--- src/rtl/spi_accel_pkg.sv ---
// -----------------------------------------------------------------------------
// spi_accel_pkg
// Shared constants and types for the SPI accelerometer target:
//   - instruction opcodes (register write / register read)
//   - register map addresses (device id, X/Y/Z samples, setup bank)
//   - protocol FSM state encoding
//   - helper that decides whether an address falls inside the setup bank
// -----------------------------------------------------------------------------
package spi_accel_pkg;

    // Instruction opcodes
    localparam logic [7:0] REG_WRITE   = 8'h0A;
    localparam logic [7:0] REG_READ    = 8'h0B;

    // Register map
    localparam logic [7:0] ADDR_DEVID  = 8'h00;
    localparam logic [7:0] ADDR_XDATA  = 8'h09;
    localparam logic [7:0] ADDR_YDATA  = 8'h0A;
    localparam logic [7:0] ADDR_ZDATA  = 8'h0B;
    localparam logic [7:0] SETUP_FIRST = 8'h20;
    localparam logic [7:0] SETUP_LAST  = 8'h2D;
    localparam logic [7:0] POWER_CTL   = 8'h2D;

    // Number of registers in the setup bank (0x20..0x2D)
    localparam int SETUP_COUNT = 14;

    typedef enum logic [2:0] {
        ST_IDLE   = 3'd0,
        ST_CMD    = 3'd1,
        ST_ADDR   = 3'd2,
        ST_WDATA  = 3'd3,
        ST_RDATA  = 3'd4,
        ST_IGNORE = 3'd5
    } fsm_state_e;

    // True when the address lands inside the writable setup bank
    function automatic logic is_setup_addr(input logic [7:0] addr);
        return (addr >= SETUP_FIRST) && (addr <= SETUP_LAST);
    endfunction

endpackage

--- src/rtl/spi_input_sync.sv ---
// -----------------------------------------------------------------------------
// spi_input_sync
// Multi-flop synchronizer for one asynchronous SPI pin, followed by a
// rise/fall detector built from the synchronized value and a one-cycle
// delayed copy.
// Ports:
//   clk   - system clock
//   rst   - asynchronous active-high reset (chain loads RESET_VAL)
//   din   - raw asynchronous input pin
//   sync  - synchronized level
//   rise  - one-cycle pulse on synchronized 0->1
//   fall  - one-cycle pulse on synchronized 1->0
// -----------------------------------------------------------------------------
module spi_input_sync #(
    parameter int   STAGES    = 2,
    parameter logic RESET_VAL = 1'b0
) (
    input  logic clk,
    input  logic rst,
    input  logic din,
    output logic sync,
    output logic rise,
    output logic fall
);

    logic [STAGES-1:0] chain_q;
    logic [STAGES-1:0] chain_d;
    logic              prev_q;
    logic              prev_d;

    // Next-state for the shift chain and the delayed copy
    always_comb begin
        chain_d = {chain_q[STAGES-2:0], din};
        prev_d  = chain_q[STAGES-1];
    end

    // Synchronizer and edge-history flops
    always_ff @(posedge clk or posedge rst) begin
        if (rst) begin
            chain_q <= {STAGES{RESET_VAL}};
            prev_q  <= RESET_VAL;
        end else begin
            chain_q <= chain_d;
            prev_q  <= prev_d;
        end
    end

    assign sync = chain_q[STAGES-1];
    assign rise = chain_q[STAGES-1] & ~prev_q;
    assign fall = ~chain_q[STAGES-1] & prev_q;

endmodule

--- src/rtl/spi_accel_target.sv ---
// -----------------------------------------------------------------------------
// spi_accel_target
// SPI mode-0 target emulating the accelerometer end of the SPI link.
// Transactions are: instruction byte (0x0A write / 0x0B read), address byte,
// then any number of data bytes. Writes land in the setup bank 0x20..0x2D;
// reads serve DEVID, X/Y/Z snapshots and the setup bank.
//
// Build option: define SPI_ACCEL_TARGET_AUTOINC_EN to make the address step
// after every completed data byte (burst walks registers). Without it the
// address stays fixed and every reloaded read byte re-snapshots X/Y/Z, giving
// a stream of fresh samples from one register.
//
// Ports:
//   CLK        - system clock (125 MHz)
//   RESET      - asynchronous active-high reset
//   CS         - chip select, active low (asynchronous to CLK)
//   SCLK       - SPI clock, idles low, at most CLK/8
//   MOSI       - serial data in, MSB first
//   MISO       - serial data out, MSB first, 0 when not reading
//   X/Y/Z_DATA - live sample inputs
//   WR_STROBE  - one-cycle pulse per completed write data byte
//   WR_ADDR    - address of the last completed write byte
//   WR_DATA    - data of the last completed write byte
//   MEASURE_EN - bit 1 of register 0x2D
//   BUSY       - synchronized chip select is active
// -----------------------------------------------------------------------------
module spi_accel_target
    import spi_accel_pkg::*;
#(
    parameter int         SYNC_STAGES = 2,
    parameter logic [7:0] DEVID       = 8'hAD
) (
    input  logic       CLK,
    input  logic       RESET,
    input  logic       CS,
    input  logic       SCLK,
    input  logic       MOSI,
    output logic       MISO,
    input  logic [7:0] X_DATA,
    input  logic [7:0] Y_DATA,
    input  logic [7:0] Z_DATA,
    output logic       WR_STROBE,
    output logic [7:0] WR_ADDR,
    output logic [7:0] WR_DATA,
    output logic       MEASURE_EN,
    output logic       BUSY
);

    // Synchronized pins and edge pulses
    logic cs_sync_s,   cs_rise_s,   cs_fall_s;
    logic sclk_sync_s, sclk_rise_s, sclk_fall_s;
    logic mosi_sync_s, mosi_rise_s, mosi_fall_s;
    logic sync_unused_s;

    spi_input_sync #(.STAGES(SYNC_STAGES), .RESET_VAL(1'b1)) u_cs_sync (
        .clk(CLK), .rst(RESET), .din(CS),
        .sync(cs_sync_s), .rise(cs_rise_s), .fall(cs_fall_s)
    );

    spi_input_sync #(.STAGES(SYNC_STAGES), .RESET_VAL(1'b0)) u_sclk_sync (
        .clk(CLK), .rst(RESET), .din(SCLK),
        .sync(sclk_sync_s), .rise(sclk_rise_s), .fall(sclk_fall_s)
    );

    spi_input_sync #(.STAGES(SYNC_STAGES), .RESET_VAL(1'b0)) u_mosi_sync (
        .clk(CLK), .rst(RESET), .din(MOSI),
        .sync(mosi_sync_s), .rise(mosi_rise_s), .fall(mosi_fall_s)
    );

    // Only the levels/pulses the protocol needs are consumed
    assign sync_unused_s = ^{sclk_sync_s, mosi_rise_s, mosi_fall_s};

    // State
    fsm_state_e state_q,     state_d;
    logic [2:0] bit_cnt_q,   bit_cnt_d;
    logic [7:0] shift_in_q,  shift_in_d;
    logic       wr_mode_q,   wr_mode_d;
    logic [7:0] addr_q,      addr_d;
    logic [7:0] rd_shift_q,  rd_shift_d;
    logic       miso_q,      miso_d;
    logic       wr_strobe_q, wr_strobe_d;
    logic [7:0] wr_addr_q,   wr_addr_d;
    logic [7:0] wr_data_q,   wr_data_d;
    logic [7:0] snap_x_q,    snap_x_d;
    logic [7:0] snap_y_q,    snap_y_d;
    logic [7:0] snap_z_q,    snap_z_d;
    logic [7:0] bank_q [SETUP_COUNT];
    logic [7:0] bank_d [SETUP_COUNT];

    logic [7:0] rx_byte_s;
    logic       byte_done_s;
    logic [7:0] next_addr_s;

    // Byte as it will look once the current rise's MOSI bit is shifted in
    assign rx_byte_s   = {shift_in_q[6:0], mosi_sync_s};
    assign byte_done_s = sclk_rise_s && (bit_cnt_q == 3'd0);

`ifdef SPI_ACCEL_TARGET_AUTOINC_EN
    assign next_addr_s = addr_q + 8'd1;
`else
    assign next_addr_s = addr_q;
`endif

    // Register-map read decode; setup bank index is the low nibble
    function automatic logic [7:0] read_mux(input logic [7:0] a,
                                            input logic [7:0] x,
                                            input logic [7:0] y,
                                            input logic [7:0] z);
        logic [7:0] r;
        case (a)
            ADDR_DEVID: r = DEVID;
            ADDR_XDATA: r = x;
            ADDR_YDATA: r = y;
            ADDR_ZDATA: r = z;
            default: begin
                if (is_setup_addr(a)) begin
                    r = bank_q[a[3:0]];
                end else begin
                    r = 8'h00;
                end
            end
        endcase
        return r;
    endfunction

    // Protocol FSM next-state and datapath
    always_comb begin
        state_d     = state_q;
        bit_cnt_d   = bit_cnt_q;
        shift_in_d  = shift_in_q;
        wr_mode_d   = wr_mode_q;
        addr_d      = addr_q;
        rd_shift_d  = rd_shift_q;
        miso_d      = miso_q;
        wr_strobe_d = 1'b0;
        wr_addr_d   = wr_addr_q;
        wr_data_d   = wr_data_q;
        snap_x_d    = snap_x_q;
        snap_y_d    = snap_y_q;
        snap_z_d    = snap_z_q;
        bank_d      = bank_q;

        // CS high (including the cycle it rises) aborts everything and
        // swallows any SCLK edge seen in the same cycle
        if (cs_sync_s || cs_rise_s) begin
            state_d   = ST_IDLE;
            bit_cnt_d = 3'd7;
            miso_d    = 1'b0;
        end else begin
            if ((state_q != ST_IDLE) && sclk_rise_s) begin
                shift_in_d = rx_byte_s;
                bit_cnt_d  = bit_cnt_q - 3'd1;
            end else begin
                shift_in_d = shift_in_q;
            end

            case (state_q)
                ST_IDLE: begin
                    miso_d = 1'b0;
                    if (cs_fall_s) begin
                        state_d   = ST_CMD;
                        bit_cnt_d = 3'd7;
                        snap_x_d  = X_DATA;
                        snap_y_d  = Y_DATA;
                        snap_z_d  = Z_DATA;
                    end else begin
                        state_d = ST_IDLE;
                    end
                end
                ST_CMD: begin
                    miso_d = 1'b0;
                    if (byte_done_s) begin
                        if (rx_byte_s == REG_WRITE) begin
                            state_d   = ST_ADDR;
                            wr_mode_d = 1'b1;
                        end else if (rx_byte_s == REG_READ) begin
                            state_d   = ST_ADDR;
                            wr_mode_d = 1'b0;
                        end else begin
                            state_d = ST_IGNORE;
                        end
                    end else begin
                        state_d = ST_CMD;
                    end
                end
                ST_ADDR: begin
                    miso_d = 1'b0;
                    if (byte_done_s) begin
                        addr_d = rx_byte_s;
                        if (wr_mode_q) begin
                            state_d = ST_WDATA;
                        end else begin
                            state_d    = ST_RDATA;
                            rd_shift_d = read_mux(rx_byte_s, snap_x_q, snap_y_q, snap_z_q);
                        end
                    end else begin
                        state_d = ST_ADDR;
                    end
                end
                ST_WDATA: begin
                    miso_d = 1'b0;
                    if (byte_done_s) begin
                        wr_strobe_d = 1'b1;
                        wr_addr_d   = addr_q;
                        wr_data_d   = rx_byte_s;
                        addr_d      = next_addr_s;
                        if (is_setup_addr(addr_q)) begin
                            bank_d[addr_q[3:0]] = rx_byte_s;
                        end else begin
                            bank_d = bank_q;
                        end
                    end else begin
                        wr_strobe_d = 1'b0;
                    end
                end
                ST_RDATA: begin
                    if (sclk_fall_s) begin
                        miso_d     = rd_shift_q[7];
                        rd_shift_d = {rd_shift_q[6:0], 1'b0};
                    end else if (byte_done_s) begin
                        addr_d = next_addr_s;
`ifdef SPI_ACCEL_TARGET_AUTOINC_EN
                        rd_shift_d = read_mux(next_addr_s, snap_x_q, snap_y_q, snap_z_q);
`else
                        // Fixed address: take a fresh sample for each byte
                        snap_x_d   = X_DATA;
                        snap_y_d   = Y_DATA;
                        snap_z_d   = Z_DATA;
                        rd_shift_d = read_mux(addr_q, X_DATA, Y_DATA, Z_DATA);
`endif
                    end else begin
                        rd_shift_d = rd_shift_q;
                    end
                end
                ST_IGNORE: begin
                    miso_d = 1'b0;
                end
                default: begin
                    state_d = ST_IDLE;
                    miso_d  = 1'b0;
                end
            endcase
        end
    end

    // All protocol state, output and bank flops
    always_ff @(posedge CLK or posedge RESET) begin
        if (RESET) begin
            state_q     <= ST_IDLE;
            bit_cnt_q   <= 3'd7;
            shift_in_q  <= 8'h00;
            wr_mode_q   <= 1'b0;
            addr_q      <= 8'h00;
            rd_shift_q  <= 8'h00;
            miso_q      <= 1'b0;
            wr_strobe_q <= 1'b0;
            wr_addr_q   <= 8'h00;
            wr_data_q   <= 8'h00;
            snap_x_q    <= 8'h00;
            snap_y_q    <= 8'h00;
            snap_z_q    <= 8'h00;
            for (int i = 0; i < SETUP_COUNT; i++) begin
                bank_q[i] <= 8'h00;
            end
        end else begin
            state_q     <= state_d;
            bit_cnt_q   <= bit_cnt_d;
            shift_in_q  <= shift_in_d;
            wr_mode_q   <= wr_mode_d;
            addr_q      <= addr_d;
            rd_shift_q  <= rd_shift_d;
            miso_q      <= miso_d;
            wr_strobe_q <= wr_strobe_d;
            wr_addr_q   <= wr_addr_d;
            wr_data_q   <= wr_data_d;
            snap_x_q    <= snap_x_d;
            snap_y_q    <= snap_y_d;
            snap_z_q    <= snap_z_d;
            for (int i = 0; i < SETUP_COUNT; i++) begin
                bank_q[i] <= bank_d[i];
            end
        end
    end

    assign MISO       = miso_q;
    assign WR_STROBE  = wr_strobe_q;
    assign WR_ADDR    = wr_addr_q;
    assign WR_DATA    = wr_data_q;
    assign MEASURE_EN = bank_q[POWER_CTL[3:0]][1];
    assign BUSY       = ~cs_sync_s;

endmodule

--- config.mk ---
export PLATFORM = sky130hd
export DESIGN_NAME = spi_accel_target
export DESIGN_NICKNAME = d
export VERILOG_FILES = /design/src/rtl/spi_accel_pkg.sv /design/src/rtl/spi_input_sync.sv /design/src/rtl/spi_accel_target.sv
export SDC_FILE = /design/constraint.sdc
export NUM_CORES = 1
export LEC_CHECK = 0
export ABC_AREA = 1
export BUFFER_PORTS_ARGS = -buffer_cell sky130_fd_sc_hd__buf_2
export CORE_ASPECT_RATIO = 0.6
export CORE_MARGIN = 2
export CORE_UTILIZATION = 41
export CTS_CLUSTER_DIAMETER = 40
export DETAILED_ROUTE_END_ITERATION = 10
export PLACE_DENSITY_LB_ADDON = 0.2
export REMOVE_ABC_BUFFERS = 1
export SYNTH_ARGS = -nofsm -noshare
export SYNTH_HDL_FRONTEND = slang
export SYNTH_SLANG_ARGS = --single-unit
--- constraint.sdc ---
create_clock -name CLK -period 5.9 [get_ports CLK]
set_clock_uncertainty 0.1 [all_clocks]
set_input_delay 0.295 -clock CLK [delete_from_list [all_inputs] [get_ports CLK]]
set_output_delay 0.295 -clock CLK [all_outputs]
set_load 0.01 [all_outputs]
======== Word level (Yosys, flattened, before mapping) ========
Index checks and enable logic that the tools add are counted.
operators by class
  $add $sub $neg .......................... 1
  multipliers ............................. 0
  div/mod/pow operators ................... 0
  $lt $le $gt $ge ......................... 7
  equality and inequality tests ........... 19
  shifts and indexed selects .............. 0
  mux-type cells .......................... 50
  bitwise logic cells ..................... 11
  reductions and logical operators ........ 22
operators by type and width
  kind                  count
  $mux W8               20
  $bwmux W112           1
  $bmux W8 S4           2
  $pmux W8 S2           4
  $pmux W8 S4           2
  $eq A8 B4 Y1 const B  6
  $demux W8 S4          1
  $mux W3               10
  $ge A8 B6 Y1 const B  2
  $le A8 B6 Y1 const B  2
  $logic_not A8 Y1      2
  $pmux W3 S4           1
  $ge A5 B5 Y1 const B  2
  $ne A2 B2 Y1 const B  5
  $not A4 Y5            2
  $reduce_and A5 Y1     2
  $mux W1               9
  $reduce_and A4 Y1     2
  $eq A3 B2 Y1 const B  2
  $eq A3 B3 Y1 const B  2
  $logic_not A3 Y1      2
  $ne A3 B3 Y1 const B  2
  $reduce_and A3 Y1     2
  $reduce_bool A2 Y1    3
  11 further kinds      22
word-level totals
  flip-flop bits (word level) ............. 192
  latch bits .............................. 0
  RAM bits ................................ 0
  ROM bits ................................ 0
  output and inout port bits .............. 20
  logic and storage cells ................. 142
  memories ................................ 0

======== Logic depth before layout (Yosys ltp) ========
Gate-level depths: netlist (run 1).
  word-level depth ........................ 9
  gate-level depth with buffers ........... 16

======== Cells and area by module ========
Synthesis (run 1) repeated with hierarchy kept, for this count alone.
unflattened totals
  cells, all modules ...................... 1548
  area, all modules ....................... 10448.8 um2
by module, submodules not included
  module                             times used  cells an instance  area each (um2)  sequential area each (um2)
  spi_accel_target                   1           1524               10163.5          4608.2
  spi_input_sync at u_mosi_sync ...  2           8                  93.8             75.1
  spi_input_sync at u_cs_sync        1           8                  97.6             78.8

======== Worst setup path after synthesis (run 1) ========
No wires, ideal clock.
  kind .................................... reg-to-reg
  start ................................... register u_cs_sync.chain_q[1]
  end ..................................... register snap_x_q[2]
  setup time .............................. 128 ps
  arrival ................................. 1720 ps
  required time ........................... 5672 ps
  slack ................................... 3952 ps
  cell stages (with the launch flop) ...... 6
  period minus slack after synthesis ...... 1948 ps
  cell sequence ........................... dfstp_2 -> clkbuf_1 -> inv_1 -> o2111ai_1 -> buf_2 -> mux2_1
between the ends
  cells in the longest elaborated chain, start to end .. 4
  elaborated cells on any way between the ends .. 7
  those cells by class .................... eq/ne: 1; bitwise: 4; reduce/logical: 2
RTL lines
  element                      line                     text
  start, declared              spi_input_sync.sv:26     logic [STAGES-1:0] chain_q;
  start signal, assigned       spi_input_sync.sv:40     chain_q <= {STAGES{RESET_VAL}};
  start signal, assigned       spi_input_sync.sv:43     chain_q <= chain_d;
  $not A1 Y1                   -
  via BUSY                     spi_accel_target.sv:46   output logic BUSY
  $and A1 B1 Y1                spi_input_sync.sv:50     assign fall = ~chain_q[STAGES-1] & prev_q;
  $ne A2 B2 Y1 (no line)       -
  $reduce_and A5 Y1 (no line)  -
  end signal, assigned         spi_accel_target.sv:276  snap_x_q <= snap_x_d;
  end, declared                spi_accel_target.sv:84   logic [7:0] snap_x_q, snap_x_d;
The timed path passes the listed nets, and every way through them passes these cells.
A chain may end at the register's enable or synchronous reset.

======== Final worst setup path (run 1) ========
  start ................................... register u_mosi_sync.chain_q[1]
  end ..................................... register rd_shift_q[7]
between the ends
  cells in the longest elaborated chain, start to end .. 9
  elaborated cells on any way between the ends .. 16
  those cells by class .................... order compare: 2; eq/ne: 3; mux: 8; bitwise: 1; reduce/logical: 2
RTL lines
  element                                     line                     text
  start, declared                             spi_input_sync.sv:26
  start signal, assigned                      spi_input_sync.sv:40
  start signal, assigned                      spi_input_sync.sv:43
  $not A4 Y5 (implied by the code)            spi_accel_target.sv:117  r = bank_q[a[3:0]];
  $bmux W8 S4                                 spi_accel_target.sv:117
  $mux W8 (implied by the code) (2 in a row)  spi_accel_target.sv:117
  $mux W8                                     spi_accel_target.sv:116  if (is_setup_addr(a)) begin
  $pmux W8 S4 (*)                             spi_accel_target.sv:110  case (a)
  $mux W8 (*)                                 spi_accel_target.sv:190  if (wr_mode_q) begin
  $mux W8 (*)                                 spi_accel_target.sv:188  if (byte_done_s) begin
  $pmux W8 S2 (*)                             spi_accel_target.sv:157  case (state_q)
  end signal, assigned                        spi_accel_target.sv:271  rd_shift_q <= rd_shift_d;
  end, declared                               spi_accel_target.sv:79   logic [7:0] rd_shift_q, rd_shift_d;
Mark *: on every way between the ends. The rest lies on a longest branch, timed or not. The select of a mux whose other input is x is not followed.

==> key figures, run 1 <==
Power and ir drop
  • Clock network power share: between 40% and 50%
  • Combinational power share: a little under an eighth
  • Cell internal pwr: about 2.1 mW
  • Sw frac: 28.0%
  • Power Dens Cells: 249 nW/um^2
  • Seq pwr share: 46.1%
  • P_sw: 836 uW
  • Total chip power: 2.98 mW
  • VDD IR max: 194 uV
  • Static Leak: roughly 5.9 nW

Hold path
  • Hold Path Class: primary input to register

Die
  • Starting Density: a little over two fifths
  • Die area: 27700 um^2
  • Rows: 45
  • Core ar.: 25600 um^2
  • I/O pin count: between 40 and 50
  • Die Ht: about 130 um
  • Die width: ~210 um

Routing
  • Total vias in the final route: 10044
  • 1st-iter DRT viols: around 1200
  • Drt total wl: 34800 um
  • WL/cell: approximately 18 um
  • Vias per inst: just over 5
  • Post-route DRC violation count: 0
  • First-pass DRT Iterations: 5
  • Remaining antenna violation count: 0

Timing
  • Clock period minus final worst setup slack: a little under 3 ns
  • RSZ-0062 raised after global routing: false
  • Fin crit share: between 40% and 50%
  • Endpoints failing hold: 0
  • Worst slew pin tran: slightly below 1 ns
  • Final setup fails: 0
  • Final count of pins violating max slew: 0
  • Relative slew slack: 35.7%
  • Maximum clock rate: 0.340 GHz
  • Fin Setup TNS: 0 ns

Synthesis
  • Synth Flop Type: dfrtp_1
  • Async set-reset flop share out of synthesis: 100%
  • Synthesized cell area: ~11000 um^2
  • Seq/Total Area, Yosys: approximately 44%
  • Synth Warn #: 0
  • Post-synth cell types: 37
  • Synth Area per Inst: 6.87 um^2
  • Post-synth EDFFs: 0
  • Post-Synthesis Cells: between 1500 and 2000
  • Synth Register Bits: between 150 and 200

Finish
  • FF/Latch Area: 4810 um^2
  • Antenna cells: 0
  • Area of the multi-input gates: approximately 5000 um^2
  • # fillers: between 2000 and 3000
  • Area grow syn2layout: 10.7%
  • Layout cells sized above 1: under 10%
  • Final nets: 1628
  • Commonest non-fill, non-tap cell in the layout: nand2_1
  • Most frequent cells in the layout: nand2_1, dfrtp_1, inv_1, nor2_1, o21ai_1

Clock network
  • Postcts setup bufs: 0
  • CTS tree: done
  • Clock sinks: ~190
  • Clock Latency Late Sink: ~0.46 ns
  • Post-CTS resize count: 0
  • Longest Clk Path Bufs: 2
  • Cell chosen for the clock root: clkbuf_16
  • Clock transition at the registers of the reported paths: around 0.070 ns
  • H-tree Lvls: 4
  • Total CTS buffers: 17

Run status
  • Outcome: complete, no violations

Run
  • # Max-Cap Violations: 0

Placed design
  • Global placer's final weighted congestion: around 0.96
  • Port buffer count: between 40 and 50
  • DP HPWL: between 20000 and 25000 um

Worst setup path
  • Crit path arrival time: 3.24 ns
  • CP Launch Type: register
  • Max FO, Critical Path: 60
  • Crit Path Category: register to register
  • Req. time, crit path: 6.20 ns
  • Crit end category: register

Global route
  • Gr ovfl total: 0
  • Pin count of the biggest net entering global routing: between 100 and 150
  • Antenna violations before repair: 0
  • First-pass GRT wire length: about 54000 um
  • Gr usage total: 26.3%
  • Vias in the first global route: approximately 9000
## worst max-delay path, stage by stage (launching register included)
cell and delay, ns:
dfrtp_2 0.38, buf_4 0.30, inv_2 0.23, buf_4 0.60, nand2_1 0.32, nor2_1 0.17, nor2_1 0.07, a21oi_1 0.25
nand3_1 0.12, a21oi_1 0.16, nor2_1 0.07, nor2_1 0.07
## power groups by stage
stage / clock network, mW / logic [mW] / registers, mW
floorplan: 0 / 0.195 / 1.41
global placement: 0 / 0.342 / 1.40
detailed placement: 0 / 0.342 / 1.40
CTS: 1.27 / 0.350 / 1.38
global route: 1.33 / 0.389 / 1.38
finish: 1.25 / 0.356 / 1.38
## synth_stat cells, types with 3 or more instances
master / n / area share [%]
nand2_1: 677 / 23
dfrtp_1: 186 / 43
inv_1: 160 / 5.6
nor2_1: 122 / 4.2
o21ai_1: 114 / 5.3
o21ai_0: 74 / 3.4
nand3_1: 52 / 2.4
a21oi_1: 36 / 1.7
buf_2: 34 / 1.6
clkbuf_1: 25 / 0.87
inv_2: 11 / 0.38
buf_6: 9 / 0.94
nand2_4: 9 / 0.94
mux2_1: 8 / 0.83
nand2_2: 8 / 0.46
nor3_1: 7 / 0.32
dfstp_2: 6 / 1.5
nor2_2: 6 / 0.35
nor2_4: 5 / 0.52
nor3_2: 3 / 0.28
## final cells by class
type	count	area share, %
well taps	352	3.68
clock buffers	21	3.93
inverters	174	5.56
flip-flops and latches	192	40.2
repair buffers	73	3.89
clock inverters	11	1.24
multi-input cells	1139	41.5
## sequential cells by signal (all words and copies together) (netlist names), 2 cells and up
signal and count:
snap_z_q 8, u_mosi_sync.chain_q 2, state_q 3, snap_x_q 8
bank_q 111, u_sclk_sync.chain_q 2, WR_ADDR 8, rd_shift_q 8
snap_y_q 8, bit_cnt_q 3, WR_DATA 8, u_cs_sync.chain_q 2
shift_in_q 7, addr_q 8
## layer usage
metal,global-route usage (%),wire (um),up-vias
met4,6.37,442,0
met5,0,0,-
met1,43.6,18200,4664
li1,-,-,4895
met3,5.56,3260,33
met2,33.4,12900,452
## final timing paths
check                                                  from                          endpoint  slack [ns]  cells after the start
setup / recovery           u_mosi_sync.chain_q[1]$_DFF_PP0_         rd_shift_q[7]$_DFFE_PP0P_        2.96                     11
hold / removal                                    Y_DATA[2]           snap_y_q[2]$_DFFE_PP0P_        0.03                      3
setup reg to reg           u_mosi_sync.chain_q[1]$_DFF_PP0_         rd_shift_q[7]$_DFFE_PP0P_        2.96                     11
hold reg to reg            u_mosi_sync.chain_q[0]$_DFF_PP0_  u_mosi_sync.chain_q[1]$_DFF_PP0_        0.25                      0
max in group asynchronous                             RESET            bank_q[43]$_DFFE_PP0P_        3.86                      4
min in group asynchronous                             RESET            bank_q[79]$_DFFE_PP0P_        0.50                      3
## metrics by stage
step                worst slack [ns]  hold WS [ns]  instance area (um^2)  utilization (%)  std cells
finish                          2.96        0.0294                 12000             46.8       1962
floorplan                      0.288         0.199                 10400                -       1505
global placement                3.00         0.233                 11200             43.8       1915
global route                    2.72        0.0373                 12000             46.8       1962
CTS                             3.01        0.0114                 12000             46.8       1962
detailed placement              3.00         0.235                 11200             43.8       1915
## cell families after synthesis
| family | after synthesis | share of synthesized area [%] |
|---|---|---|
| simple gates | 899 | 34.1 |
| buf+inv | 245 | 9.60 |
| compound gates | 229 | 10.7 |
| flops | 192 | 44.5 |
| mux | 9 | 0.925 |
| fa+ha+maj | 2 | 0.231 |
## repair_timing
| action | in CTS | in global routing |
|---|---|---|
| endpoints found under the setup margin | 0 | 0 |
| endpoints found under the hold margin | 19 | 0 |
| hold buffers | 15 | 0 |
(Power assumes the default switching activity.)
==> run 2: changes to the inputs <==
ABC_AREA = 0   (was 1)
clock period = 2.6 ns   (was 5.9 ns; I/O delays follow)
==> run 2 against run 1 <==
  * Routed wire length is 17% lower
  * Critical path depth shrank 5
  * Non-clock buffer count is 81 higher
  * Area after synthesis fell by 5.0%
  * Count of clock-buffer cells in the layout decreased by 1
  * First-iteration DRC count shrank 37%
  * Hold slack better by 0.15 ns
  * Maximum frequency rose by 19%
  * Die area is 4.8% lower
  * Combinational power increased to 2.7 times the previous value
  * Highest routed layer unchanged
==> key figures, run 2 <==
Die
  • Rows: 44
  • Starting Density: a little over two fifths
  • Die Ht: roughly 130 um
  • I/O pin count: 49
  • Die width: roughly 210 um
  • Core ar.: 24400 um^2
  • Die area: between 20000 and 30000 um^2

Routing
  • Total vias in the final route: around 7400
  • First-pass DRT Iterations: 5
  • WL/cell: 22.6 um
  • Vias per inst: roughly 5.8
  • 1st-iter DRT viols: around 730
  • Drt total wl: 29000 um
  • Post-route DRC violation count: 0
  • Remaining antenna violation count: 0

Worst setup path
  • Slowest Stage Delay on Critical Path: 0.68 ns
  • Levels on crit path: 6
  • Crit Path Category: register to register
  • Reg2reg start: shift_in_q[0]$_DFFE_PP0P_
  • Crit path capture: rd_shift_q[4]$_DFFE_PP0P_
  • CP cell instances: mux4_2 > and2_1 > a211oi_1 > a211oi_1 > buf_4 > o32a_1
  • Crit path arrival time: ~2.7 ns
  • Worst path buffer plus inverter count: 1
  • CP Launch Type: register
  • Worst Setup SP: shift_in_q[0]$_DFFE_PP0P_
  • Max FO, Critical Path: 17
  • Crit end category: register
  • Worst reg2reg endpoint: rd_shift_q[4]$_DFFE_PP0P_
  • FF-to-FF setup slack: about 0.13 ns
  • R2R cell count: 6
  • Slowest cell on crit path: dfrtp_2
  • CP dominant cell by count: a211oi_1
  • Delay-heaviest family, CP: compound AO/OA/AOI/OAI gates
  • Req. time, crit path: ~2.8 ns

Run
  • # Max-Cap Violations: 0

Placed design
  • Post-place setup slack: 0.138 ns
  • Port buffer count: 48
  • DP Area: between 10000 and 15000 um^2
  • Global placer's final weighted congestion: 0.893
  • DP HPWL: 20100 um

Power and ir drop
  • Power Dens Cells: around 560 nW/um^2
  • Static Leak: between 5 and 6 nW
  • VDD IR max: around 340 uV

Clock network
  • Longest Clk Path Bufs: 2
  • Clock transition at the registers of the reported paths: 0.07 ns
  • Clock Latency Late Sink: around 0.45 ns
  • Cell chosen for the clock root: clkbuf_16
  • CTS tree: done
  • Clock sinks: ~190
  • H-tree Lvls: 4
  • Total CTS buffers: 17

Timing
  • Worst slew pin tran: slightly below 0.6 ns
  • Maximum clock rate: ~0.41 GHz
  • RSZ-0062 raised after global routing: false
  • Final setup fails: 0
  • Relative slew slack: a little over 60%
  • Clock period minus final worst setup slack: 2.47 ns
  • Final count of pins violating max slew: 0
  • Fin Setup TNS: 0 ns
  • Slack of the critical path: about 0.13 ns
  • Endpoints failing hold: 0
  • Fin crit share: a little over nine tenths

Finish
  • Max reg flops: 111
  • Area grow syn2layout: 18.8%
  • Largest Register: bank_q
  • Final nets: approximately 1000
  • Antenna cells: 0
  • Most frequent cells in the layout: dfrtp_1, mux2_2, nand2_1, buf_4, buf_2
  • Layout cells sized above 1: 43.2%
  • Commonest non-fill, non-tap cell in the layout: dfrtp_1
  • Cell area after layout: ~12000 um^2
  • # fillers: 2161

Global route
  • Vias in the first global route: about 7400
  • First-pass GRT wire length: approximately 46000 um
  • Antenna violations before repair: 0
  • Gr usage total: between 20 and 25%
  • Pin count of the biggest net entering global routing: ~70
  • Gr ovfl total: 0

Synthesis
  • Post-synth EDFFs: 0
  • Post-Synthesis Cells: approximately 840
  • Yosys top cell by area: dfrtp_1
  • Async set-reset flop share out of synthesis: 100%
  • Synth top area share: 45.3%
  • Synth area leaders: dfrtp_1, mux2_2, mux4_2
  • Synth Register Bits: roughly 190
  • Synth Warn #: 0
  • Post-synth cell types: just under 70
  • Post-synth top cells: dfrtp_1, mux2_2, nand2_1, clkbuf_1, mux4_2
  • Most numerous cell in the Yosys netlist: dfrtp_1
  • Synthesized cell area: a little over 10000 um^2
  • Synth Area per Inst: 12.2 um^2
  • Synth Flop Type: dfrtp_1
  • Seq/Total Area, Yosys: 46.8%

Hold path
  • Hold Path Class: primary input to async pin

Run status
  • Outcome: complete, no violations
[run 2: changes by cell type after synthesis, moves of 30 or more]
cell,before,now
inv_1,160,7
mux2_2,0,178
mux4_2,0,30
nand2_1,677,75
nand3_1,52,15
nor2_1,122,19
o21ai_0,74,26
o21ai_1,114,0
[run 2: final cells by class]
| class | count | area, um^2 | area share, % |
|---|---|---|---|
| repair buffers | 154 | 1220 | 9.98 |
| clock buffers | 20 | 467 | 3.82 |
| inverters | 8 | 37.5 | 0.307 |
| multi-input cells | 571 | 5130 | 42.0 |
| well taps | 322 | 403 | 3.30 |
| flip-flops and latches | 192 | 4820 | 39.5 |
| clock inverters | 12 | 134 | 1.10 |
[run 2: power by group]
part | switching (mW) | internal, mW | leakage [nW]
Sequential | 0.107 | 3.08 | 2.55
Combinational | 0.562 | 0.403 | 2.62
Clock | 1.20 | 1.49 | 0.281
Total | 1.87 | 4.98 | 5.45
[run 2: per-layer routing]
layer	part of all wire, %	wire (um)	track usage, %	vias up
met1	52	14900	36.1	3831
met5	0	0	0	-
met2	41	11800	31.1	219
li1	-	-	-	3347
met4	0.98	285	5.88	0
met3	6.8	1970	5.62	24
[run 2: kinds of logic after synthesis]
kind of cell    after synthesis  synth area share, %
compound gates              127                 8.74
fa+ha+maj                     2                0.243
simple gates                202                 11.8
xor+xnor                      3                0.256
flops                       192                 46.8
buf+inv                      78                 3.32
mux                         237                 28.9
[run 2: repair_timing]
action / 4_1_cts / 5_1_grt
hold buffers: 28 / 0
setup endpoints to repair: 0 / 5
gates resized for setup: 0 / 2
buffers inserted: 0 / 0
endpoints found under the hold margin: 93 / 0
[run 2: worst min-delay path by stage]
stage	endpoint	start	depth (start not counted)	slack [ns]
floorplan	u_cs_sync.chain_q[0]$_DFF_PP1_	CS	0	0.03
global placement	snap_z_q[4]$_DFFE_PP0P_	RESET	2	0.13
detailed placement	snap_z_q[4]$_DFFE_PP0P_	RESET	2	0.13
CTS	snap_z_q[6]$_DFFE_PP0P_	RESET	3	0.18
global route	u_cs_sync.chain_q[0]$_DFF_PP1_	CS	2	0.23
finish	snap_z_q[4]$_DFFE_PP0P_	RESET	3	0.18
[run 2: through the flow]
| stage | util, % | power [mW] | hold WS, ns | cells |
|---|---|---|---|---|
| after global routing | 50.1 | 7.09 | 0.233 | 1279 |
| after floorplan | - | 3.73 | 0.0345 | 771 |
| after detailed placement | 46.4 | 4.16 | 0.127 | 1219 |
| after CTS | 50.1 | 6.90 | 0.181 | 1279 |
| final | 50.1 | 6.85 | 0.182 | 1279 |
| after global placement | 46.4 | 4.16 | 0.126 | 1219 |
[run 2: tightest hold or removal path: cells and delay by family]
family,cells,cell delay [ns]
buffers and inverters,3,1.03
